[src/rtl/risc_pkg.sv]
// Shared definitions for the multicycle RISC core.
//   - Opcode constants (instruction bits [15:12])
//   - FSM state encoding
//   - ALU operation selector
package risc_pkg;

  localparam logic [3:0] OpAdd  = 4'h0;
  localparam logic [3:0] OpSub  = 4'h1;
  localparam logic [3:0] OpAnd  = 4'h2;
  localparam logic [3:0] OpOr   = 4'h3;
  localparam logic [3:0] OpSlt  = 4'h4;
  localparam logic [3:0] OpAddi = 4'h5;
  localparam logic [3:0] OpLw   = 4'h6;
  localparam logic [3:0] OpSw   = 4'h7;
  localparam logic [3:0] OpBeq  = 4'h8;
  localparam logic [3:0] OpHalt = 4'hF;

  typedef enum logic [2:0] {
    StFetch,
    StDecode,
    StExec,
    StMem,
    StWb,
    StHalt
  } state_e;

  typedef enum logic [2:0] {
    AluAdd,
    AluSub,
    AluAnd,
    AluOr,
    AluSlt
  } alu_op_e;

  // Register-register ops write rc; everything else that writes uses rb.
  function automatic logic is_rtype(logic [3:0] op);
    return op <= OpSlt;
  endfunction

endpackage

[src/rtl/risc_alu.sv]
// Combinational ALU for the multicycle RISC core.
//   a_i, b_i : operands (DW bits)
//   op_i     : operation select
//   y_o      : result (DW bits), wraps modulo 2^DW
//   zero_o   : high when y_o is all zeros
module risc_alu
  import risc_pkg::*;
#(
  parameter int unsigned DW = 8
) (
  input  logic [DW-1:0] a_i,
  input  logic [DW-1:0] b_i,
  input  alu_op_e       op_i,
  output logic [DW-1:0] y_o,
  output logic          zero_o
);

  always_comb begin
    y_o = a_i + b_i;
    unique case (op_i)
      AluAdd:  y_o = a_i + b_i;
      AluSub:  y_o = a_i - b_i;
      AluAnd:  y_o = a_i & b_i;
      AluOr:   y_o = a_i | b_i;
      AluSlt:  y_o = DW'($signed(a_i) < $signed(b_i));
      default: y_o = a_i + b_i;
    endcase
  end

  assign zero_o = (y_o == '0);

endmodule

[src/rtl/risc_multicycle_core.sv]
// Multicycle 16-bit-instruction RISC core.
//   clk, rst           : clock, synchronous active-high reset
//   run                : permits leaving FETCH
//   swt_en, swt_inst   : optional switch-supplied instruction source
//   imem_addr/rdata    : instruction port (address = PC, combinational read)
//   dmem_*             : data port, strobes held until dmem_ready
//   dout1              : registered ALU result
//   dout2              : last register-file write data
//   halted             : high in HALT
module risc_multicycle_core
  import risc_pkg::*;
#(
  parameter int unsigned DW = 8,
  parameter int unsigned AW = 8
) (
  input  logic          clk,
  input  logic          rst,
  input  logic          run,
  input  logic          swt_en,
  input  logic [15:0]   swt_inst,
  output logic [AW-1:0] imem_addr,
  input  logic [15:0]   imem_rdata,
  output logic [AW-1:0] dmem_addr,
  output logic [DW-1:0] dmem_wdata,
  output logic          dmem_we,
  output logic          dmem_re,
  input  logic [DW-1:0] dmem_rdata,
  input  logic          dmem_ready,
  output logic [DW-1:0] dout1,
  output logic [DW-1:0] dout2,
  output logic          halted
);

  state_e        state_q, state_d;
  logic [AW-1:0] pc_q, pc_d;
  logic [15:0]   ir_q, ir_d;
  logic [DW-1:0] a_q, a_d;
  logic [DW-1:0] b_q, b_d;
  logic [DW-1:0] dout1_q, dout1_d;
  logic [DW-1:0] dout2_q, dout2_d;
  logic [DW-1:0] mdr_q, mdr_d;
  logic [DW-1:0] rf_q [16];

  logic          rf_we;
  logic [3:0]    rf_waddr;
  logic [DW-1:0] rf_wdata;

  logic [3:0]    op, ra, rb, rc;
  logic [DW-1:0] imm_dw;
  logic [AW-1:0] imm_aw;

  alu_op_e       alu_op;
  logic [DW-1:0] alu_b, alu_y;
  logic          alu_zero;

  assign op     = ir_q[15:12];
  assign ra     = ir_q[11:8];
  assign rb     = ir_q[7:4];
  assign rc     = ir_q[3:0];
  assign imm_dw = DW'($signed(ir_q[3:0]));
  assign imm_aw = AW'($signed(ir_q[3:0]));

  // ALU operand/operation select; address ops add the immediate, BEQ uses the zero flag.
  always_comb begin
    alu_op = AluAdd;
    alu_b  = b_q;
    case (op)
      OpAdd:               alu_op = AluAdd;
      OpSub:               alu_op = AluSub;
      OpAnd:               alu_op = AluAnd;
      OpOr:                alu_op = AluOr;
      OpSlt:               alu_op = AluSlt;
      OpAddi, OpLw, OpSw:  alu_b  = imm_dw;
      OpBeq:               alu_op = AluSub;
      default:             alu_op = AluAdd;
    endcase
  end

  risc_alu #(
    .DW (DW)
  ) u_alu (
    .a_i    (a_q),
    .b_i    (alu_b),
    .op_i   (alu_op),
    .y_o    (alu_y),
    .zero_o (alu_zero)
  );

  // FSM: state register
  always_ff @(posedge clk) begin
    if (rst) begin
      state_q <= StFetch;
    end else begin
      state_q <= state_d;
    end
  end

  // FSM: next state
  always_comb begin
    state_d = state_q;
    unique case (state_q)
      StFetch:  if (run) state_d = StDecode;
      StDecode: state_d = StExec;
      StExec: begin
        if (op <= OpAddi) begin
          state_d = StWb;
        end else if (op == OpLw || op == OpSw) begin
          state_d = StMem;
        end else if (op == OpHalt) begin
          state_d = StHalt;
        end else begin
          state_d = StFetch;
        end
      end
      StMem: begin
        if (dmem_ready) state_d = (op == OpLw) ? StWb : StFetch;
      end
      StWb:     state_d = StFetch;
      StHalt:   state_d = StHalt;
      default:  state_d = StFetch;
    endcase
  end

  // FSM: outputs. Strobes drop immediately under reset so an abandoned access never completes.
  always_comb begin
    dmem_we = 1'b0;
    dmem_re = 1'b0;
    halted  = (state_q == StHalt);
    if (state_q == StMem && !rst) begin
      dmem_we = (op == OpSw);
      dmem_re = (op == OpLw);
    end
  end

  // Datapath next state
  always_comb begin
    pc_d     = pc_q;
    ir_d     = ir_q;
    a_d      = a_q;
    b_d      = b_q;
    dout1_d  = dout1_q;
    dout2_d  = dout2_q;
    mdr_d    = mdr_q;
    rf_we    = 1'b0;
    rf_waddr = rb;
    rf_wdata = dout1_q;
    unique case (state_q)
      StFetch: begin
        if (run) begin
          ir_d = swt_en ? swt_inst : imem_rdata;
          pc_d = pc_q + AW'(1);
        end
      end
      StDecode: begin
        a_d = rf_q[ra];
        b_d = rf_q[rb];
      end
      StExec: begin
        dout1_d = alu_y;
        // pc_q already points past the branch here
        if (op == OpBeq && alu_zero) pc_d = pc_q + imm_aw;
      end
      StMem: begin
        if (dmem_ready && op == OpLw) mdr_d = dmem_rdata;
      end
      StWb: begin
        rf_we    = 1'b1;
        rf_waddr = is_rtype(op) ? rc : rb;
        rf_wdata = (op == OpLw) ? mdr_q : dout1_q;
        dout2_d  = rf_wdata;
      end
      default: ;
    endcase
  end

  always_ff @(posedge clk) begin
    if (rst) begin
      pc_q    <= '0;
      ir_q    <= '0;
      a_q     <= '0;
      b_q     <= '0;
      dout1_q <= '0;
      dout2_q <= '0;
      mdr_q   <= '0;
    end else begin
      pc_q    <= pc_d;
      ir_q    <= ir_d;
      a_q     <= a_d;
      b_q     <= b_d;
      dout1_q <= dout1_d;
      dout2_q <= dout2_d;
      mdr_q   <= mdr_d;
    end
  end

  always_ff @(posedge clk) begin
    if (rst) begin
      for (int i = 0; i < 16; i++) rf_q[i] <= '0;
    end else if (rf_we) begin
      rf_q[rf_waddr] <= rf_wdata;
    end
  end

  assign imem_addr  = pc_q;
  assign dmem_addr  = AW'(dout1_q);
  assign dmem_wdata = b_q;
  assign dout1      = dout1_q;
  assign dout2      = dout2_q;

endmodule

[config.mk]
export PLATFORM = sky130hd
export DESIGN_NAME = risc_multicycle_core
export DESIGN_NICKNAME = d
export VERILOG_FILES = /design/src/rtl/risc_pkg.sv /design/src/rtl/risc_alu.sv /design/src/rtl/risc_multicycle_core.sv
export SDC_FILE = /design/constraint.sdc
export NUM_CORES = 1
export LEC_CHECK = 0
export BUFFER_PORTS_ARGS = -buffer_cell sky130_fd_sc_hd__buf_2
export CAP_MARGIN = 10
export CORE_ASPECT_RATIO = 0.7
export CORE_MARGIN = 4
export CORE_UTILIZATION = 55
export CTS_CLUSTER_DIAMETER = 40
export DETAILED_ROUTE_END_ITERATION = 16
export PLACE_DENSITY_LB_ADDON = 0.25
export RECOVER_POWER = 25
export SLEW_MARGIN = 10
export SYNTH_ARGS = -nofsm -noshare
export SYNTH_HDL_FRONTEND = slang
export SYNTH_SLANG_ARGS = --single-unit
[constraint.sdc]
create_clock -name clk -period 3.7 [get_ports clk]
set_clock_uncertainty 0.1 [all_clocks]
set_input_delay 0.555 -clock clk [delete_from_list [all_inputs] [get_ports clk]]
set_output_delay 0.555 -clock clk [all_outputs]
set_load 0.1 [all_outputs]
Word level (Yosys, flattened, before mapping)
Memories as Yosys holds them, arrays and structs flattened. A register that Yosys moved wholly into a read port is not among the register bits.
Cells that the tools add are included.
{ "classes": {"addsub": 4, "magnitude_cmp": 3, "eq_ne": 21, "muxes": 29, "bitwise": 2, "n_reduce_logical": 15} }
{ "ops": {"columns": ["operator", "n"], "rows": [
  ["2-to-1 mux 8 bit", 6],
  ["case mux 8 bit (4 select lines)", 1],
  ["2-to-1 mux 3 bit", 6],
  ["adder 8 bit", 2],
  ["equality test 4 x 3 -> 1 bit (second input constant)", 4],
  ["2-to-1 mux 16 bit", 1],
  ["case mux 8 bit (2 select lines)", 1],
  ["case mux 3 bit (5 select lines)", 1],
  ["equality test 3 x 2 -> 1 bit (second input constant)", 4],
  ["2-to-1 mux 4 bit", 3],
  ["case mux 3 bit (4 select lines)", 1],
  ["equality test 3 bit (second input constant)", 3],
  ["2-to-1 mux 1 bit", 9],
  ["adder 8 x 1 -> 8 bit (second input constant)", 1],
  ["AND 8 bit", 1],
  ["equality test 4 x 2 -> 1 bit (second input constant)", 2],
  ["equality test 4 bit (second input constant)", 2],
  ["less-or-equal comparator 4 x 3 -> 1 bit (second input constant)", 2],
  ["logical NOT 8 bit", 1],
  ["less-than comparator 8 bit", 1],
  ["OR 8 bit", 1],
  ["OR reduction 8 bit", 1],
  ["subtractor 8 bit", 1],
  ["equality test 3 x 1 -> 1 bit (second input constant)", 2],
  ["other kinds (11)", 17]
]} }
{ "totals": {"reg_bits": 51, "ram_bits": 128, "inputBits": 45, "wordCells": 81, "memories": 1} }
{ "memory_table": {"columns": ["memory", "words", "word_bits", "rd", "rd_clocked_by_memory_dff", "write_ports", "line", "source"], "rows": [
  ["rf_q", 16, 8, 2, 2, 16, "risc_multicycle_core.sv:42", "logic [DW-1:0] rf_q [16];"]
]} }

Depth between registers and ports, before layout
{ "depth": {"word_depth": 9, "depth_mapped": 17, "ltp_nobuf": 14} }

By module
From an unflattened synthesis, not the netlist that was laid out.
{ "unflattened": {"cells_unflattened": 1029, "hier_area_um2": 11344.6} }
{ "modules_own_cells": {"columns": ["module", "instances", "cells_each", "area_per_inst_um2", "seq_area_each_um2"], "rows": [
  ["risc_multicycle_core", 1, 870, 10153.5, 5185.0],
  ["risc_alu", 1, 159, 1191.1, 0.0]
]} }

Least setup slack after synthesis
Ideal clock, no wire load.
{ "synth_path": {"kind": "register to register", "start": "reg ir_q[13]", "end": "reg pc_q[1] (netlist: imem_addr[1])", "setup_ps": 121, "arrival_time_ps": 3826, "required_time_ps": 3479, "path_slack_ps": -347, "path_stages_with_launch": 17, "path_buffers": 3, "period_less_slack_ps": 4047, "cell_sequence": "dfxtp_1 buf_6 or2_1 buf_6 nand3_1 clkbuf_1 nor2_1 a21o_1 ha_1 fa_1 a21o_1 a21oi_1 o21ai_0 a221o_1 a2111oi_4 a31oi_4 mux2_4"} }
{ "synth_between": {"elab_chain_cells": 9, "elab_cells_between_ends": 26, "classes_between": "add/sub (2); order compare (1); eq/ne (13); mux (3); bitwise (2); reduce/logical (5)"} }
{ "synth_lines": {"columns": ["item", "line", "source"], "rows": [
  ["from (decl)", "risc_multicycle_core.sv:36", "logic [15:0] ir_q, ir_d;"],
  ["from (signal assigned)", "risc_multicycle_core.sv:187", "ir_q <= ir_d;"],
  ["equality test 4 x 3 -> 1 bit (tied with other cells)", "risc_multicycle_core.sv:67", "case (op)"],
  ["OR reduction 3 bit / OR reduction 2 bit (equally long branches)", null, null],
  ["2-to-1 mux 8 bit / case mux 3 bit (4 select lines) (equally long branches)", "risc_multicycle_core.sv:67", null],
  ["adder 8 bit (tied with other cells)", "risc_alu.sv:21, risc_alu.sv:26", null],
  ["case mux 8 bit (4 select lines)", "risc_alu.sv:20", "unique case (op_i)"],
  ["logical NOT 8 bit", "risc_alu.sv:30", "assign zero_o = (y_o == '0);"],
  ["logical AND 1 bit *", "risc_multicycle_core.sv:161", "if (op == OpBeq && alu_zero) pc_d = pc_q + imm_aw;"],
  ["!= test 2 bit (no line) *", null, null],
  ["AND reduction 3 bit (no line) *", null, null],
  ["to (signal assigned)", "risc_multicycle_core.sv:186", "pc_q <= pc_d;"],
  ["to (decl)", "risc_multicycle_core.sv:35", "logic [AW-1:0] pc_q, pc_d;"]
]} }
Every way passes the cells marked *; elsewhere a longest branch is shown, timed or not.
A chain may end at the register's enable or synchronous reset.

Final worst setup path
{ "layout_path": {"start": "reg ir_q[12]", "end": "reg pc_q[1] (netlist: imem_addr[1])"} }
The elaborated chain is that of the path after synthesis.

==> impl_results.md <==
* FF-to-FF path depth at 15
* DRT iter0 DRCs at 1289
* Worst Hold End: mdr_q[2]
* DRT Pass-1 Iters at 5
* Post-synth EDFFs at approximately 130
* CP max FO at 7
* Comb pwr share at 0.226
* Distinct cells, synth at 73
* Leakage power at 4.58 nW
* CP dominant cell by count: a21o_1
* CP max stage delay at between 400 and 500 ps
* Chip Height at 127 µm
* CTS tree: built
* Avg WL per Cell at 23.7 µm
* Reg2reg end: imem_addr[1]
* Max_slew headroom at 0.116
* Crit Path Class: flop to flop
* Total Routing Usage GR at 0.292
* Share of post-route cells with drive strength above 1 at 0.246
* Max stage delay cell, worst path: a2111oi_4
* Post-synthesis simple-gate area fraction at 0.147
* Main combinational cell family by area after synthesis: multiplexers
* Crit path cell chain: or2_4 -> nand3_4 -> nor2_2 -> a21o_1 -> buf_6 -> ha_4 -> fa_2 -> a21o_1 -> a21oi_2 -> o21ai_2 -> a221o_1 -> a2111oi_4 -> a31oi_4 -> buf_12 -> mux2_4
* P_int at between 0.003 and 0.004 W
* Initial Utilization at 0.562
* CTS Buf Count at 17
* Largest net degree at the start of global routing at between 50 and 60
* Pins Over Slew Limit at 0
* Layout fillers at ~1600
* Port bufs at 87
* Synth top area share at 0.344
* Post-synth ARST share at 0
* DRT antenna net count at 0
* Switching Fraction at 0.314
* Run status: completed
* NumNets Final at around 1200
* Peak supply drop at about 300 µV
* Maxcap violations at 0
* Initial antenna violation count at 2
* Clock transition at path regs at roughly 80 ps
* #FFs+latches synth at slightly below 200
* I/O pin cnt at 88
* Worst R2R Setup Slack at ~76 ps
* Period utilization at 0.979
* Sequential Area at slightly above 5000 µm²
* Startpoint types: flop
* Crit path time final at roughly 3600 ps
* Hold Path Depth at 3
* Htree depth at 4
* Syn. warnings at 0
* Total power draw at 0.00551 W
* Area growth syn-to-layout at 14.0%
* NetSw at ~0.0017 W
* Multiplexer share of the synthesized area at 0.210
* Dominant synthesized flop cell: edfxtp_1
* Number of global-route vias before repair at 8317
* Fmax at between 200 and 300 MHz
* Required time of the critical path at just under 4000 ps
* # rows at 43
* Synth Area in XOR/XNOR at 0.00628
* HP Start: dmem_rdata[2]
* Worst setup EP type: flop
* Leading area contributor after synthesis: edfxtp_1
* Post-synthesis instance total at 981
* Avg Vias per Cell at 6.30
* Post-Synthesis Net Count at ~1100
* Synth Area in Adders at 0.0390
* Finished Layout Cells at 1367
* CTS Root Cell: clkbuf_16
* Synthesized area per cell at ~11 µm²
* Post-DP HPWL at between 20 and 25 mm
* Synth Area in Compound Gates at 0.0919
* Hold Crit Class: input port to flop
* Core area at around 20000 µm²
* Part of the power in registers at 0.452
* Worst path arrival time at around 3900 ps
* Routed WL at between 30 and 40 mm
* Mapped cell area at ~11000 µm²
* First-pass GRT wire length at 49.1 mm
* Area after DPL at between 10000 and 15000 µm²
* Post-route cell area at approximately 13000 µm²
* Die Area at 22700 µm²
* DIE WIDTH at ~180 µm
* Setup violators final at 0
* Clock power frac at 0.321
* Clock sink count at 195
* Placed insts at between 1000 and 1500
* Register area share after synthesis at 0.464
* Multi-input gate area at roughly 5600 µm²
* Final core utilization at 0.641
* Slew @ Worst Pin at approximately 1300 ps
* Grt ovf at 0
* Longest Clk Path Bufs at 2
* Residual DRC at 0
* Clk Latency, worst-skew pair at roughly 440 ps
* Via count at ~8600
* RD Place Congestion at 0.992
* Worst reg2reg startpoint: ir_q[12]
* PwrDens at between 400 and 500 nW/µm²
* Final Hold Viols at 0
* Synth area leaders: edfxtp_1 34%, mux4_2 16%, dfxtp_1 12%
==> synth_stat cells, drive strengths merged, types with 30 or more instances <==
master and number:
a211oi 31, a21oi 40, buf 34, clkbuf 42
dfxtp 67, edfxtp 128, ha 30, inv 30
mux2i 44, mux4 80, nand2 71, nor2 204
==> flip-flops by register name (all words and copies together), names as in the netlist <==
register    count
a_q             8
state_q         3
dmem_addr       8
mdr_q           8
imem_addr       8
rf_q          128
dmem_wdata      8
ir_q           16
dout2           8
==> routing by layer <==
layer  share of wire  GRT usage  wire length, µm
met5         0.00040          0               13
met4           0.017     0.0708              561
met3            0.13      0.101             4160
met2            0.43      0.410            14000
met1            0.42      0.441            13600
==> worst max-delay path, delay by kind of cell, from the launching register on <==
family          cells  cell delay [ps]
compound gates      7             1580
simple gates        3              420
mux                 1              290
buf+inv             2              310
flops               1              320
fa+ha+maj           2              500
==> power groups by stage <==
| stage | logic, W | registers (W) | clock network, W |
|---|---|---|---|
| 3_3_place_gp | 0.00119 | 0.00253 | 0 |
| 2_1_floorplan | 0.000759 | 0.00260 | 0 |
| 4_1_cts | 0.00122 | 0.00249 | 0.00178 |
| 3_5_place_dp | 0.00121 | 0.00254 | 0 |
| 5_1_grt | 0.00132 | 0.00250 | 0.00186 |
| 6_report | 0.00125 | 0.00249 | 0.00177 |
==> worst max path at each step <==
| stage | startpoint | end | slack [ps] | cells past startpoint |
|---|---|---|---|---|
| 5_1_grt | ir_q[12] | imem_addr[1] | -20 | 15 |
| 4_1_cts | ir_q[12] | imem_addr[1] | 60 | 14 |
| 3_3_place_gp | ir_q[12] | imem_addr[6] | 80 | 14 |
| 6_report | ir_q[12] | imem_addr[1] | 80 | 15 |
| 2_1_floorplan | ir_q[13] | imem_addr[1] | 20 | 16 |
| 3_5_place_dp | ir_q[12] | imem_addr[1] | -20 | 14 |
==> cells in the final DEF, fill, tap and decap left out, drive strengths merged, types with 9 or more instances in the layout <==
cell type and n:
nor2 204, nand2b 26, ha 30, a21o 13
mux4 80, a21oi 40, nor2b 13, clkbuf 66
buf 111, mux2i 44, edfxtp 128, nor3 15
inv 42, nand3 9, dfxtp 67, o21ai 10
a211oi 31, nand2 71
==> cells by family (layout without fill, tap and decap cells) <==
kind of cell | Yosys count | after routing
and+or+nand+nor | 366 | 366
DFF | 195 | 195
AOI/OAI and AO/OA | 142 | 142
muxes | 131 | 131
buffers and inverters | 106 | 221
adders and majority gates | 33 | 33
xor gates and xnor gates | 8 | 8
other | 0 | 1
==> per-stage QoR <==
step,setup TNS (ps),setup slack [ps],hold WS (ps)
floorplan,0,16.1,369
global placement,0,75.2,374
detailed placement,-62.9,-17.5,382
CTS,0,56.8,236
global route,-92.5,-22.5,252
finish,0,76.2,252
==> final cells by class <==
cell class	instances	area share
Multi-Input combinational cell	680	0.440
Sequential cell	195	0.408
Timing Repair Buffer	159	0.0734
Clock buffer	18	0.0337
Tap cell	270	0.0266
Clock inverter	14	0.00885
Inverter	30	0.00885
Antenna cell	1	0.000197
==> what timing repair did <==
item / CTS / global route
gates resized for setup: 1 / 12
gates cloned: 0 / 0
hold buffers: 0 / 0
pin swaps: 0 / 7
buffers inserted: 0 / 3
endpoints found under the setup margin: 5 / 7
(Power assumes the default switching activity.)
